===== config.mk =====
export PLATFORM = sky130hd
export DESIGN_NAME = fetch_unit
export DESIGN_NICKNAME = d
export VERILOG_FILES = /design/src/rtl/fetch_unit_pkg.sv /design/src/rtl/fetch_queue.sv /design/src/rtl/fetch_unit.sv
export SDC_FILE = /design/constraint.sdc
export NUM_CORES = 1
export LEC_CHECK = 0
export CAP_MARGIN = 20
export CELL_PAD_IN_SITES_DETAIL_PLACEMENT = 1
export CELL_PAD_IN_SITES_GLOBAL_PLACEMENT = 2
export CORE_ASPECT_RATIO = 0.5
export CORE_MARGIN = 10
export CORE_UTILIZATION = 34
export DETAILED_ROUTE_END_ITERATION = 6
export GPL_ROUTABILITY_DRIVEN = 1
export PLACE_DENSITY_LB_ADDON = 0.3
export SLEW_MARGIN = 20
export SYNTH_ARGS = -nofsm -noshare
export SYNTH_HDL_FRONTEND = slang
export SYNTH_SLANG_ARGS = --single-unit

===== constraint.sdc =====
create_clock -name clk -period 2.2 [get_ports clk]
set_clock_uncertainty 0.1 [all_clocks]
set_input_delay 0.44 -clock clk [delete_from_list [all_inputs] [get_ports clk]]
set_output_delay 0.44 -clock clk [all_outputs]
set_load 0.03 [all_outputs]

===== src/rtl/fetch_unit_pkg.sv =====
// fetch_unit_pkg: shared types and constants for the fetch stage.
// Imported by fetch_queue and fetch_unit.
package fetch_unit_pkg;

    localparam int WORD_W = 32;
    localparam logic [WORD_W-1:0] PC_STEP = 32'd4;

    typedef enum logic {
        FETCH = 1'b0,
        DRAIN = 1'b1
    } state_e;

    typedef struct packed {
        logic [WORD_W-1:0] pc;
        logic [WORD_W-1:0] instr;
        logic              filled;
    } fetch_entry_t;

endpackage


===== src/rtl/fetch_queue.sv =====
// fetch_queue: DEPTH-entry ring of {pc, instr, filled}.
// Allocate at tail, fill at the oldest unfilled slot, pop at head.
module fetch_queue
    import fetch_unit_pkg::*;
#(
    parameter int DEPTH = 2
) (
    input  logic                   clk,
    input  logic                   rst,
    input  logic                   alloc,
    input  logic [WORD_W-1:0]      alloc_pc,
    input  logic                   fill,
    input  logic [WORD_W-1:0]      fill_data,
    input  logic                   pop,
    input  logic                   flush,
    output fetch_entry_t           head,
    output logic [$clog2(DEPTH):0] count
);
    localparam int AW = $clog2(DEPTH);
    localparam int CW = AW + 1;

    fetch_entry_t    mem [DEPTH];
    logic [AW-1:0]   head_ptr;
    logic [AW-1:0]   tail_ptr;
    logic [AW-1:0]   fill_ptr;

    assign head = mem[head_ptr];

    // Ring update; a flush drops every entry, including any same-cycle alloc.
    always_ff @(posedge clk or negedge rst) begin
        if (!rst) begin
            for (int i = 0; i < DEPTH; i++) begin
                mem[i] <= '0;
            end
            head_ptr <= '0;
            tail_ptr <= '0;
            fill_ptr <= '0;
            count    <= '0;
        end else if (flush) begin
            for (int i = 0; i < DEPTH; i++) begin
                mem[i].filled <= 1'b0;
            end
            head_ptr <= '0;
            tail_ptr <= '0;
            fill_ptr <= '0;
            count    <= '0;
        end else begin
            if (pop) begin
                mem[head_ptr].filled <= 1'b0;
                head_ptr <= head_ptr + AW'(1);
            end
            if (alloc) begin
                mem[tail_ptr].pc     <= alloc_pc;
                mem[tail_ptr].filled <= 1'b0;
                tail_ptr <= tail_ptr + AW'(1);
            end
            if (fill) begin
                mem[fill_ptr].instr  <= fill_data;
                mem[fill_ptr].filled <= 1'b1;
                fill_ptr <= fill_ptr + AW'(1);
            end
            count <= count + CW'(alloc) - CW'(pop);
        end
    end

endmodule


===== src/rtl/fetch_unit.sv =====
// fetch_unit: PC, redirect FSM and request credit for the fetch stage.
// Returned words are buffered in fetch_queue and handed to decode.
module fetch_unit
    import fetch_unit_pkg::*;
#(
    parameter int          DEPTH    = 2,
    parameter logic [31:0] RESET_PC = 32'h0000_0000
) (
    input  logic              clk,
    input  logic              rst,
    output logic              imem_req_valid,
    input  logic              imem_req_ready,
    output logic [WORD_W-1:0] imem_req_addr,
    input  logic              imem_resp_valid,
    input  logic [WORD_W-1:0] imem_resp_data,
    input  logic              redirect_valid,
    input  logic [WORD_W-1:0] redirect_pc,
    output logic              fetch_valid,
    input  logic              fetch_ready,
    output logic [WORD_W-1:0] fetch_pc,
    output logic [WORD_W-1:0] fetch_instr
);
    localparam int CW = $clog2(DEPTH) + 1;
    localparam logic [CW-1:0] FULL = CW'(DEPTH);

    state_e            state;
    logic [WORD_W-1:0] pc;
    logic [WORD_W-1:0] target;
    logic [CW-1:0]     outstanding;
    logic [CW-1:0]     inflight;
    logic [CW-1:0]     count;
    logic              started;
    logic              req_fire;
    logic              pop;
    logic              fill;
    logic              flush;
    fetch_entry_t      head;

    assign target = redirect_pc & ~32'h3;

    assign fetch_valid = head.filled;
    assign fetch_pc    = head.pc;
    assign fetch_instr = head.instr;
    assign pop         = fetch_valid & fetch_ready;

    // A pop frees its slot in the same cycle, so a full queue may still issue.
    assign imem_req_valid = started & (state == FETCH)
                          & ((count < FULL) | pop);
    assign imem_req_addr  = pc;
    assign req_fire       = imem_req_valid & imem_req_ready;

    assign flush = (state == FETCH) & redirect_valid;
    assign fill  = (state == FETCH) & imem_resp_valid & ~redirect_valid;

    // Outstanding after this cycle; in DRAIN it is the count left to drop.
    assign inflight = outstanding + CW'(req_fire) - CW'(imem_resp_valid);

    fetch_queue #(
        .DEPTH(DEPTH)
    ) u_queue (
        .clk      (clk),
        .rst      (rst),
        .alloc    (req_fire),
        .alloc_pc (pc),
        .fill     (fill),
        .fill_data(imem_resp_data),
        .pop      (pop),
        .flush    (flush),
        .head     (head),
        .count    (count)
    );

    // PC and FETCH/DRAIN control; redirect wins over the pc+4 step.
    always_ff @(posedge clk or negedge rst) begin
        if (!rst) begin
            state       <= FETCH;
            pc          <= RESET_PC;
            outstanding <= '0;
            started     <= 1'b0;
        end else begin
            started     <= 1'b1;
            outstanding <= inflight;
            unique case (state)
                FETCH: begin
                    if (redirect_valid) begin
                        pc <= target;
                        if (inflight != '0) begin
                            state <= DRAIN;
                        end
                    end else if (req_fire) begin
                        pc <= pc + PC_STEP;
                    end
                end
                DRAIN: begin
                    if (redirect_valid) begin
                        pc <= target;
                    end
                    if (inflight == '0) begin
                        state <= FETCH;
                    end
                end
            endcase
        end
    end

endmodule


==> results of run 1 <==
-- registers in the layout, indices dropped and copies added (netlist names) --
register / cells
imem_req_addr: 30
u_queue.mem: 126
outstanding: 2
u_queue.tail_ptr: 1
u_queue.count: 2
state: 1
started: 1
u_queue.head_ptr: 1
u_queue.fill_ptr: 1
-- cell type report --
| class | count | share of cell area, % |
|---|---|---|
| repair buffers | 250 | 22.8 |
| clock inverters | 13 | 1.14 |
| multi-input cells | 421 | 32.4 |
| flip-flops and latches | 165 | 36.1 |
| clock buffers | 19 | 3.95 |
| inverters | 9 | 0.317 |
| well taps | 307 | 3.35 |
-- layer usage --
layer	global-route usage (%)	vias up
met4	3.17	0
met1	19.3	3160
met3	3.64	16
met5	0	-
li1	-	2770
met2	28.5	82
-- kinds of logic after synthesis --
group	count (synthesis)	share of synthesized area, %
mux	186	26.7
flops	165	52.5
simple gates	122	8.36
compound gates	97	7.59
buf+inv	53	3.30
xor+xnor	6	0.669
fa+ha+maj	5	0.796
other cells	2	0.0956
-- how the worst max path moves through the flow --
stage | endpoint | cells past startpoint
global route | u_queue.mem[35] | 8
floorplan | imem_req_addr[14] | 7
global placement | u_queue.mem[111] | 7
finish | u_queue.mem[35] | 8
detailed placement | u_queue.mem[117] | 7
CTS | imem_req_valid | 6
-- cell usage after synthesis, types with 2 or more instances --
cell type / count / share of area (%)
mux2_2: 157 / 22
a311oi_1: 4 / 0.45
nand2b_1: 2 / 0.16
nor3_2: 3 / 0.38
nand3_1: 10 / 0.64
nor2_1: 22 / 1.1
a21o_1: 3 / 0.29
or2_2: 2 / 0.16
and4_1: 4 / 0.45
ha_1: 5 / 0.80
nor3_1: 7 / 0.45
xnor2_1: 5 / 0.56
inv_1: 7 / 0.33
clkbuf_1: 15 / 0.72
nor3b_1: 2 / 0.19
o31ai_1: 2 / 0.19
o22ai_1: 10 / 0.80
a22oi_1: 2 / 0.19
mux2_1: 29 / 4.2
buf_2: 15 / 0.96
dfrtp_1: 165 / 53
a21oi_1: 35 / 2.2
buf_1: 3 / 0.14
and3_1: 5 / 0.40
o21ai_0: 22 / 1.4
nand3_2: 2 / 0.25
conb_1: 2 / 0.096
a31oi_1: 4 / 0.32
nand4_1: 9 / 0.72
o22a_1: 2 / 0.22
nor4_1: 4 / 0.32
buf_4: 10 / 0.96
or3_1: 3 / 0.24
nand2_1: 36 / 1.7
-- worst max-delay path, delay by kind of cell (launching register included) --
kind / cells / cell delay, ps
simple gates: 1 / 210
compound gates: 1 / 200
mux: 2 / 660
flops: 1 / 530
buf+inv: 4 / 550
-- per-stage QoR --
step	utilization [%]	worst slack [ps]	TNS, ps	hold WS [ps]	instances
2_1_floorplan	-	81.5	0	44.4	639
3_3_place_gp	45.2	-250	-16870	285	1129
3_5_place_dp	45.2	-287	-19290	285	1129
4_1_cts	48.7	-179	-5150	386	1173
5_1_grt	50.3	-224	-12320	412	1184
6_report	50.3	-166	-6740	384	1184
-- timing repair --
action | 4_1_cts | 5_1_grt
hold endpoints to repair | 35 | 0
gates resized for setup | 249 | 57
pin swaps | 4 | 5
buffers inserted | 10 | 7
hold buffers | 1 | 0
endpoints found under the setup margin | 73 | 139
cloned | 1 | 5
-- power groups by stage --
| stage | registers [mW] | logic (mW) | clock network [mW] |
|---|---|---|---|
| after global placement | 5.19 | 8.44 | 0 |
| after global routing | 5.49 | 9.72 | 3.20 |
| after floorplan | 5.37 | 4.93 | 0 |
| final | 5.29 | 9.13 | 2.99 |
| after CTS | 5.27 | 8.92 | 3.07 |
| after detailed placement | 5.32 | 8.56 | 0 |
==> results.yml, run 1 <==
floorplan:
  start_util_pct: 34.5
  die_area_mm2: 0.0300
  die_h_um: 128
  die_x_um: 235
  core_mm2: 0.0228
  num_io_pins: 168
  core.rowCount: 39
job:
  maxCapViolCount: 0
cts:
  cts_inserted_buffers: 17
  insertion_delay_ps: 440
  clock-root-buffer: "clkbuf_16"
  cts_tree: "built"
  clkSinkCount: 165
  clockBufferDepth: 2
  htreeDepth: 4
  clk_pin_slew_ps: 70
drt:
  dr_total_vias: 6028
  drt_iter0_drc: 240
  drc: 0
  vias_per_cell: 5.09
  wirelength_mm: 24.6
  routedWlPerCell_um: 20.8
  met2_length_mm: 12.6
  routed.top_layer: "met4"
  drt-met1-wl_mm: 11.1
  ant_nets: 0
  drt-pass1-iter-count: 4
  route.met3.wl_um: 716
critical_path:
  endpoint_kind: "register"
  crit_path_start: "u_queue.head_ptr"
  crit_type: "register to register"
  setup.worst_path.start_class: "register"
  r2r_cells: 8
  worstPathMaxFanout: 7
  worst_path_max_delay_cell: "dfrtp_4"
  r2r_start: "u_queue.head_ptr"
  r2r-end: "u_queue.mem[35]"
  worstPathArrival_ps: 2580
  crit_chain: "mux2_4 -> buf_4 -> a21oi_4 -> buf_6 -> inv_4 -> nand3_4 -> clkbuf_16 -> mux2_2"
  r2r_slack_ps: -170
  critPathMaxStageDelay_ps: 530
  crit_required_ps: 2420
yosys:
  yosysSeqAreaShare_pct: 52.5
  ys_warn_count: 0
  ys.flop_type: "dfrtp_1"
  avgSynthCellArea_um2: 12.4
  syn_inst: 636
  synth_edf_count: 0
  synth-seq-cells: 165
  synth_cell_types: 62
  async_flop_share_pct: 100
  netlist_area_mm2: 0.00786
worst_hold_path:
  hold_class: "register to register"
  hold_depth: 1
  timing.hold.worst.start: "u_queue.mem[127]"
  min_to: "u_queue.mem[127]"
sta:
  setup_ws_ps: -166
  final_hold_viol_count: 0
  final.period_utilization_pct: 108
  finalSetupViolations: 74
  finalMaxSlewViolations: 0
  max_freq_mhz: 423
  rsz0062_at_grt: "true"
  final.min_clock_period_ps: 2370
finish:
  final_cell_mix: "dfrtp_1, mux2_2, clkdlybuf4s50_1"
  n_antenna_cell: 0
  fin_nets: 939
  fill_cells: 2322
  final_common_cell: "dfrtp_1"
  multiInputGateArea_mm2: 0.00371
  syn_to_final_growth_pct: 45.8
  register_area_mm2: 0.00413
  drive_gt1_share_pct: 45.4
  design_area_mm2: 0.0115
global_routing:
  gr-total-overflow: 0
  grt_usage_pct: 15.9
  antenna_found_initial: 0
  grt_pass1_vias: 6503
  grt_pass1_wl_mm: 38.0
  grt_max_degree: 62
power_and_ir_drop:
  p_leak_nw: 5.06
  switching_power_mw: 6.82
  peakVddDrop_mv: 0.593
  p_seq_share_pct: 30.4
  p_int_mw: 10.6
  clockPowerShare_pct: 17.2
  pwr-share-comb_pct: 52.4
  powerDensity_mw_per_mm2: 1520
  total_power_mw: 17.4
  swShare_pct: 39.2
run_status:
  status: "finished with violations"
  violations: "setup timing"
placed_design:
  dp_hpwl_mm: 17.0
  io_buffer_count: 161
  dpl-instance-area_mm2: 0.0103
  gp_congestion: 0.769
Power figures use the tool's default switching activity.
==> run 2: changes to the inputs <==
- CAP_MARGIN: 20 -> unset
- CORE_MARGIN: 10 -> unset
- GPL_TIMING_DRIVEN: unset -> 0
==> run 2 against run 1 <==
The flow still finishes with violations (setup timing). Sequential share of layout area barely moved. Sequential power rose by 2%. Routed wire length is 0.38% lower. Largest cell class unchanged. Final cell count shrank 1.4%. Hold slack lost 110 ps. Final area about the same. Global-route usage up 5.0 points. Core utilization rose by 1.5 points. Fmax rose by 1.2%. Total power is 3.8% higher. Via count about the same. Critical endpoint is now fetch_pc[18].
==> results.yml, run 2 (synthesis results as in run 1) <==
run_status:
  status: "finished with violations"
  violations: "setup timing"
finish:
  final_common_cell: "dfrtp_1"
  drive_gt1_share_pct: 42.5
  top_register: "u_queue.mem"
  syn_to_final_growth_pct: 45.8
  largest_reg_flops: 126
  n_antenna_cell: 0
  final_cell_mix: "dfrtp_1, mux2_2, clkdlybuf4s50_1"
  fin_nets: 932
sta:
  tightestPinTransition_ps: 729
  final.min_clock_period_ps: 2340
  finalMaxSlewViolations: 0
  timing.setup.tns_ps: -4860
  setup_ws_ps: -137
  max_freq_mhz: 428
  final_hold_viol_count: 0
  final.period_utilization_pct: 106
  finalSetupViolations: 62
  maxSlewHeadroom_pct: 51.4
  rsz0062_at_grt: "true"
critical_path:
  crit_required_ps: 1660
  crit_path_start: "u_queue.head_ptr"
  worstPathMaxFanout: 6
  r2r_cells: 9
  worstPathArrival_ps: 1800
  r2r_start: "state"
  r2r_slack_ps: -70
  crit_type: "register to output port"
  endpoint_kind: "output port"
  setup.worst_path.start_class: "register"
cts:
  cts_tree: "built"
  clk_pin_slew_ps: 60
  clock-root-buffer: "clkbuf_16"
  clockBufferDepth: 2
  insertion_delay_ps: 440
  htreeDepth: 4
  cts_inserted_buffers: 17
  clkSinkCount: 165
power_and_ir_drop:
  p_leak_nw: 5.00
  p_seq_share_pct: 29.8
  p_int_mw: 11.1
  powerDensity_mw_per_mm2: 1580
  switching_power_mw: 6.97
  swShare_pct: 38.6
  peakVddDrop_mv: 0.690
  pwr-share-comb_pct: 53.0
  clockPowerShare_pct: 17.2
global_routing:
  antenna_found_initial: 0
  grt_max_degree: 91
  grt_usage_pct: 20.9
  grt_pass1_wl_mm: 37.3
  grt_pass1_vias: 6530
  gr-total-overflow: 0
drt:
  drt_iter0_drc: 239
  wirelength_mm: 24.5
  drc: 0
  vias_per_cell: 5.16
  routedWlPerCell_um: 21.0
  dr_total_vias: 6025
  ant_nets: 0
  drt-pass1-iter-count: 4
placed_design:
  io_buffer_count: 161
  dp_hpwl_mm: 16.2
  place_ws_ps: -1060
  gp_congestion: 0.784
floorplan:
  die_x_um: 217
  num_io_pins: 168
  die_area_mm2: 0.0238
  die_h_um: 110
  core.rowCount: 38
  start_util_pct: 35.5
  core_mm2: 0.0222
job:
  maxCapViolCount: 0
worst_hold_path:
  hold_depth: 2
  timing.hold.worst.start: "fetch_ready"
  hold_class: "input pin to register"
[run 2: cell count changes in the layout (fill, tap and decap cells not counted), moves of 4 or more]
cell	delta
dfrtp_2	+8
buf_2	-5
clkbuf_1	+5
dfrtp_1	-7
mux2_1	+24
o21ai_0	+4
mux2_4	+5
buf_6	+16
buf_12	-7
dlygate4sd2_1	+8
mux2_2	-29
clkdlybuf4s15_2	-12
clkbuf_2	+7
buf_4	-24
[run 2: final timing paths]
| check | endpoint |
|---|---|
| max | fetch_pc[18] |
| min | u_queue.head_ptr |
| max reg2reg | u_queue.mem[108] |
| min reg2reg | u_queue.mem[60] |
| max in group asynchronous | u_queue.head_ptr |
| min in group asynchronous | u_queue.mem[46] |
[run 2: worst max-delay path, cell delays in order, from the launching register on]
cell       delay [ps]
dfrtp_2           450
buf_12            170
buf_12            130
clkbuf_16         150
mux2_4            310
buf_6             140
[run 2: per-stage QoR]
stage,total power [mW],hold WS (ps),cells,util [%],area [um^2]
finish,18.1,278,1168,51.7,11500
CTS,17.5,390,1145,49.2,10900
global placement,13.3,363,1100,44.5,9860
floorplan,10.3,44.4,639,-,7870
detailed placement,13.6,375,1101,44.6,9890
global route,19.0,328,1168,51.7,11500
[run 2: timing repair]
action	4_1_cts	5_1_grt
resized for setup	461	112
hold buffers	1	0
hold endpoints to repair	89	0
buffers inserted	12	22
cloned	2	2
pin swaps	2	14
endpoints found under the setup margin	196	170
[run 2: layout make-up]
type / count / area (um^2)
Clock inverter: 9 / 128
Timing Repair Buffer: 200 / 2100
Inverter: 9 / 42.5
Sequential cell: 165 / 4140
Tap cell: 300 / 375
Buffer: 43 / 434
Clock buffer: 21 / 470
Multi-Input combinational cell: 421 / 3760
Fill cell: 2312 / 10700
[run 2: metal layers]
layer | vias to the layer above | track usage, % | part of all wire, % | wire length, um
met3 | 32 | 4.04 | 3.3 | 809
met1 | 3140 | 27.5 | 46 | 11300
met2 | 102 | 34.4 | 49 | 11900
met5 | - | 0 | 0 | 0
met4 | 0 | 8.15 | 1.9 | 478
li1 | 2751 | - | - | -
[run 2: power by group through the flow]
stage               sequential (mW)  combinational, mW  clock (mW)
global route                   5.60               10.1        3.28
finish                         5.39               9.59        3.10
detailed placement             5.36               8.20           0
CTS                            5.35               8.98        3.19
floorplan                      5.37               4.93           0
global placement               5.27               8.08           0
